## config.mk

```make
export PLATFORM = sky130hd
export DESIGN_NAME = alu_driver
export DESIGN_NICKNAME = d
export VERILOG_FILES = /design/src/rtl/alu_driver.sv
export SDC_FILE = /design/constraint.sdc
export NUM_CORES = 1
export LEC_CHECK = 0
export BUFFER_PORTS_ARGS = -buffer_cell sky130_fd_sc_hd__buf_2
export CORE_ASPECT_RATIO = 1.2
export CORE_MARGIN = 1.5
export CORE_UTILIZATION = 30
export DETAILED_ROUTE_END_ITERATION = 12
export GPL_TIMING_DRIVEN = 1
export PLACE_DENSITY = 0.66
export SLEW_MARGIN = 20
export SYNTH_ARGS = -nofsm -noshare
export SYNTH_HDL_FRONTEND = slang
export SYNTH_SLANG_ARGS = --single-unit
export TNS_END_PERCENT = 20
```

## constraint.sdc

```tcl
create_clock -name clk -period 2.15 [get_ports clk]
set_input_delay 0.1075 -clock clk [delete_from_list [all_inputs] [get_ports clk]]
set_output_delay 0.1075 -clock clk [all_outputs]
set_load 0.005 [all_outputs]
```

## src/rtl/alu_driver.sv

```systemverilog
//==============================================================================
// Module      : alu_driver
// Description : Command-side driver for a clocked ALU. Accepts one operation
//               at a time on a valid/ready command port, drives the ALU
//               operand/opcode inputs and holds them stable for the ALU
//               latency. It then captures the ALU result and zero flag and
//               returns them with the command tag on a valid/ready response
//               port.
// Revision    : 1.0 - initial release
//------------------------------------------------------------------------------
// Parameters
//   DATA_W     operand / result width (must match the ALU)
//   TAG_W      width of the caller tag echoed on the response
//   ALU_LAT    ALU register stages from operands to result, legal 1..7
//
// Build options
//   ALU_DRV_ZERO_CHECK_EN  when defined, a sticky checker raises flag_err if
//                          the ALU zero flag disagrees with its result on the
//                          capture edge. When undefined, flag_err is tied low.
//
// Ports
//   clk, rst                  clock, synchronous active-high reset
//   cmd_valid / cmd_ready     command handshake
//   cmd_op, cmd_a, cmd_b      operation (ALU opcode encoding) and operands
//   cmd_tag                   caller tag
//   alu_opcode, alu_a, alu_b  registered drive to the ALU inputs
//   alu_out, alu_zero         ALU result and zero flag
//   rsp_valid / rsp_ready     response handshake
//   rsp_data, rsp_zero        captured ALU result and zero flag
//   rsp_tag                   tag of the originating command
//   busy                      high while a command is outstanding
//   done_count                completed response handshakes, modulo 2^16
//   flag_err                  sticky zero-flag consistency error
//==============================================================================
`default_nettype none

module alu_driver #(
    parameter int DATA_W  = 8,
    parameter int TAG_W   = 4,
    parameter int ALU_LAT = 1
) (
    input  logic              clk,
    input  logic              rst,
    // command port
    input  logic              cmd_valid,
    output logic              cmd_ready,
    input  logic [2:0]        cmd_op,
    input  logic [DATA_W-1:0] cmd_a,
    input  logic [DATA_W-1:0] cmd_b,
    input  logic [TAG_W-1:0]  cmd_tag,
    // ALU side
    output logic [2:0]        alu_opcode,
    output logic [DATA_W-1:0] alu_a,
    output logic [DATA_W-1:0] alu_b,
    input  logic [DATA_W-1:0] alu_out,
    input  logic              alu_zero,
    // response port
    output logic              rsp_valid,
    input  logic              rsp_ready,
    output logic [DATA_W-1:0] rsp_data,
    output logic              rsp_zero,
    output logic [TAG_W-1:0]  rsp_tag,
    // status
    output logic              busy,
    output logic [15:0]       done_count,
    output logic              flag_err
);

    // Opcode encoding shared with the ALU (opcode_t); ADD is encoding 0 and
    // is the value the opcode register returns to on reset.
    localparam logic [2:0] c_OP_ADD   = 3'd0;

    // The wait counter is loaded with the ALU latency and counts down to 0;
    // three bits cover the legal 1..7 range.
    localparam logic [2:0] c_LAT_LOAD = 3'(ALU_LAT);

    typedef enum logic [1:0] {
        ST_IDLE = 2'd0,
        ST_WAIT = 2'd1,
        ST_RESP = 2'd2
    } state_t;

    state_t     r_state;
    state_t     w_state_next;
    logic [2:0] r_wait_cnt;

    // One-cycle strobes decoded by the FSM for the datapath
    logic       w_accept;    // command handshake this cycle
    logic       w_capture;   // ALU result is valid on this edge
    logic       w_rsp_fire;  // response handshake this cycle

    //--------------------------------------------------------------------------
    // FSM state register
    //--------------------------------------------------------------------------
    always_ff @(posedge clk) begin
        if (rst) begin
            r_state <= ST_IDLE;
        end else begin
            r_state <= w_state_next;
        end
    end

    //--------------------------------------------------------------------------
    // FSM next-state and handshake outputs
    //--------------------------------------------------------------------------
    always_comb begin
        w_state_next = r_state;
        cmd_ready    = 1'b0;
        rsp_valid    = 1'b0;
        busy         = 1'b0;
        w_accept     = 1'b0;
        w_capture    = 1'b0;
        w_rsp_fire   = 1'b0;

        case (r_state)
            ST_IDLE: begin
                cmd_ready = 1'b1;
                if (cmd_valid) begin
                    w_accept     = 1'b1;
                    w_state_next = ST_WAIT;
                end
            end

            ST_WAIT: begin
                busy = 1'b1;
                // The counter reaches 0 on the edge the ALU registers its
                // result, so the result is stable on the following edge.
                if (r_wait_cnt == 3'd0) begin
                    w_capture    = 1'b1;
                    w_state_next = ST_RESP;
                end
            end

            ST_RESP: begin
                busy      = 1'b1;
                rsp_valid = 1'b1;
                if (rsp_ready) begin
                    w_rsp_fire   = 1'b1;
                    w_state_next = ST_IDLE;
                end
            end

            default: begin
                w_state_next = ST_IDLE;
            end
        endcase
    end

    //--------------------------------------------------------------------------
    // Operand drive, wait counter, response capture and completion count.
    // Operands change only on acceptance, so they stay stable for the whole
    // ALU pipeline and through the response phase.
    //--------------------------------------------------------------------------
    always_ff @(posedge clk) begin
        if (rst) begin
            alu_opcode <= c_OP_ADD;
            alu_a      <= '0;
            alu_b      <= '0;
            rsp_tag    <= '0;
            rsp_data   <= '0;
            rsp_zero   <= 1'b0;
            r_wait_cnt <= 3'd0;
            done_count <= 16'd0;
        end else begin
            if (w_accept) begin
                alu_opcode <= cmd_op;
                alu_a      <= cmd_a;
                alu_b      <= cmd_b;
                rsp_tag    <= cmd_tag;
                r_wait_cnt <= c_LAT_LOAD;
            end else if ((r_state == ST_WAIT) && (r_wait_cnt != 3'd0)) begin
                r_wait_cnt <= r_wait_cnt - 3'd1;
            end

            if (w_capture) begin
                rsp_data <= alu_out;
                rsp_zero <= alu_zero;
            end

            // Natural 16-bit wrap gives the modulo-2^16 count.
            if (w_rsp_fire) begin
                done_count <= done_count + 16'd1;
            end
        end
    end

    //--------------------------------------------------------------------------
    // Zero-flag consistency checker
    //--------------------------------------------------------------------------
`ifdef ALU_DRV_ZERO_CHECK_EN
    logic r_flag_err;

    // Sticky until reset. The response itself is delivered unchanged.
    always_ff @(posedge clk) begin
        if (rst) begin
            r_flag_err <= 1'b0;
        end else if (w_capture && (alu_zero != (alu_out == '0))) begin
            r_flag_err <= 1'b1;
        end
    end

    assign flag_err = r_flag_err;
`else
    assign flag_err = 1'b0;
`endif

endmodule

`default_nettype wire

```

==> run_results.csv <==
group,metric,value,unit
global_routing,grt_pass1_wl,7.28,mm
global_routing,grt_pass1_vias,1711,
pwr,ir_drop,0.292,mV
worst_setup_path,crit_chain,"inv_1 -> ha_1 -> nand3_1 -> nor3_2 -> and3_1 -> mux2_1",
worst_setup_path,reg2reg_to,"done_count[14]",
route,drt_pass1_iterations,4,
route,drt_iter0_drc,27,
cts,post_cts_buffers,0,
global_routing,grt_max_degree,34,
placed_design,dpl-instance-area,2690,sq um
layout,layout_commonest_cell,"buf_2",
floorplan,die_area,7810,sq um
worst_setup_path,r2r_setup_slack,400,ps
timing,slew_headroom,59.2,%
cts,cts_hold_buf,0,
worst_setup_path,worstPathArrival,1950,ps
cts,cts_tree,"done",
cts,numCtsBuffers,5,
flow_run,cap_viol_max_count,0,
synthesis,syn_area_per_cell,8.77,sq um
layout,final_cell_mix,"86 x buf_2, 53 x nand2_1, 53 x dfxtp_1",
run_status,status,"complete, no violations",
synthesis,synthArstFlopShare,0,%
timing,setup_tns,0,ps
synthesis,yosysSeqAreaShare,48.6,%
layout,area.growth.synth_to_final,27.1,%
placed_design,hpwlAfterDp,3.43,mm
layout,stdcell_area,2780,sq um
synthesis,synth_edf_count,0,
floorplan,start_util,31.5,%
worst_setup_path,crit_family,"simple AND/OR/NAND/NOR gates",
hold_path,whs_path_depth,3,
synthesis,synth.distinct_cells,36,
worst_setup_path,r2r_cells,6,
timing,setup_viol,0,
global_routing,grt_util_all_layers,11.8,%
timing,post-route-min-period,1750,ps
global_routing,grt_antenna_before_repair,0,
floorplan,ioPinCount,88,
synthesis,ys.flop_type,"dfxtp_1",
synthesis,yosys_warnings,0,
route,route.detailed.drc,0,
timing,clock.fmax,0.571,GHz
route,wirelength,4.70,mm
cts,clkSlewWorstSetupHoldPaths,90,ps
timing,slew_violations,0,
pwr,p_per_area,708,nW/um^2
route,ant_nets,0,
placed_design,port_buffers,86,
placed_design,routabilityCongestion,0.742,
cts,clockRootBuffer,"clkbuf_8",
pwr,cellLeakagePower,1.34,nW
floorplan,core-area,6940,sq um
worst_setup_path,max_stage_delay,330,ps
route,routedWlPerCell,11.2,um
worst_setup_path,end_kind,"flip-flop",
route,vias,1920,
worst_setup_path,start_kind,"flip-flop",
floorplan,die_w,80.9,um
cts,htreeDepth,2,
route,via_per_inst,4.56,
layout,postLayoutCoreUtil,40.0,%
floorplan,die_h,96.5,um
timing,rsz0062_at_grt,"false",
hold_path,hold_start,"alu_out[4]",
layout,num_antenna_cells,0,
worst_setup_path,worst-path-buf-inv,1,
cts,clockBufferDepth,2,
global_routing,overflow,0,
layout,finalNetCount,375,
cts,clkLatencyLatePin,300,ps
worst_setup_path,critPathMaxFanout,7,
timing,clock_skew,6.85,ps
timing,worst_slew_pin_slew,613,ps
worst_setup_path,worstReg2RegStart,"r_state[0]",
cts,cts_resized,0,
layout,drive_gt1_share,31.4,%
timing,fin_crit_sh,81.5,%
cts,cts_sinks,53,
floorplan,rows,33,
synthesis,synth_area,2180,sq um
synthesis,syn_nets,291,
worst_setup_path,worst_ep_required_time,2340,ps
synthesis,syn_inst,249,
worst_setup_path,critPathKind,"reg -> reg",
timing,hold_viol,0,
worst_setup_path,crit_slowest_cell,"dfxtp_1",
hold_path,hp-class,"in -> reg",
synthesis,ys_ff_latch,53,
hold_path,hold_end,"rsp_data[4]",
[worst register-to-register path, delay by kind of cell, from the launching register on]
| family | cells | cell delay, ps |
|---|---|---|
| and+or+nand+nor | 3 | 690 |
| DFF | 1 | 330 |
| muxes | 1 | 310 |
| adders and majority gates | 1 | 240 |
| buffers and inverters | 1 | 80 |
[logic make-up (layout without fill, tap and decap cells)]
kind of cell / Yosys count / count (layout) / synth area share (%)
muxes: 12 / 12 / 5.61
adders and majority gates: 6 / 6 / 3.44
and+or+nand+nor: 109 / 109 / 24.8
AOI/OAI and AO/OA: 35 / 35 / 8.65
xor gates and xnor gates: 12 / 12 / 4.81
buffers and inverters: 21 / 106 / 3.95
other: 1 / 1 / 0.172
DFF: 53 / 53 / 48.6
[final cells by class]
| class | count | area, sq um |
|---|---|---|
| fillers | 722 | 4160 |
| clock inverters | 2 | 10.0 |
| repair buffers | 89 | 453 |
| multi-input cells | 175 | 1040 |
| well taps | 87 | 109 |
| flip-flops and latches | 53 | 1060 |
| clock buffers | 6 | 72.6 |
| inverters | 9 | 33.8 |
[per-layer routing]
layer / GRT usage, % / part of all wire, % / vias up
met2: 21.6 / 48 / 64
met1: 13.2 / 45 / 864
li1: - / - / 987
met5: 0 / 0 / -
met4: 3.59 / 1.1 / 0
met3: 3.10 / 6.5 / 5
[power by group]
| group | switching [W] | internal, W |
|---|---|---|
| Clock | 0.000312 | 0.000227 |
| Sequential | 0.0000327 | 0.00105 |
| Combinational | 0.000191 | 0.000157 |
| Total | 0.000536 | 0.00143 |
[how the worst max path moves through the flow]
stage | depth (start not counted) | slack (ps) | startpoint | endpoint
after floorplan | 6 | 550 | r_state[0] | done_count[14]
after global placement | 6 | 490 | r_state[0] | done_count[14]
after detailed placement | 6 | 390 | r_state[0] | done_count[14]
after CTS | 6 | 370 | r_state[0] | done_count[14]
after global routing | 6 | 260 | r_state[0] | done_count[14]
final | 6 | 400 | r_state[0] | done_count[14]
[Yosys cell counts, types with 4 or more instances]
| cell | instances | area (sq um) |
|---|---|---|
| mux2i_1 | 10 | 100 |
| dfxtp_1 | 53 | 1060 |
| ha_1 | 6 | 75.1 |
| clkbuf_1 | 4 | 15.0 |
| buf_1 | 4 | 15.0 |
| a21oi_1 | 30 | 150 |
| inv_1 | 9 | 33.8 |
| nand2_1 | 53 | 199 |
| nor3_1 | 5 | 25.0 |
| nor2_1 | 25 | 93.8 |
| xnor2_1 | 10 | 87.6 |
[state kept, by name, summed over array words and instances, names as in the netlist]
| register | cells |
|---|---|
| r_wait_cnt | 3 |
| r_state | 2 |
| alu_opcode | 3 |
| rsp_zero | 1 |
| alu_b | 8 |
| rsp_tag | 4 |
| rsp_data | 8 |
| done_count | 16 |
| alu_a | 8 |
[metrics by stage]
step           hold WS [ps]  total power [W]  instances  worst slack (ps)
4_1_cts                19.3          0.00200        421               373
3_3_place_gp            337          0.00145        413               490
6_report               33.0          0.00197        421               398
5_1_grt                25.2          0.00209        421               263
3_5_place_dp            347          0.00146        413               387
2_1_floorplan           243          0.00132        249               551
Power figures use the tool's default switching activity.
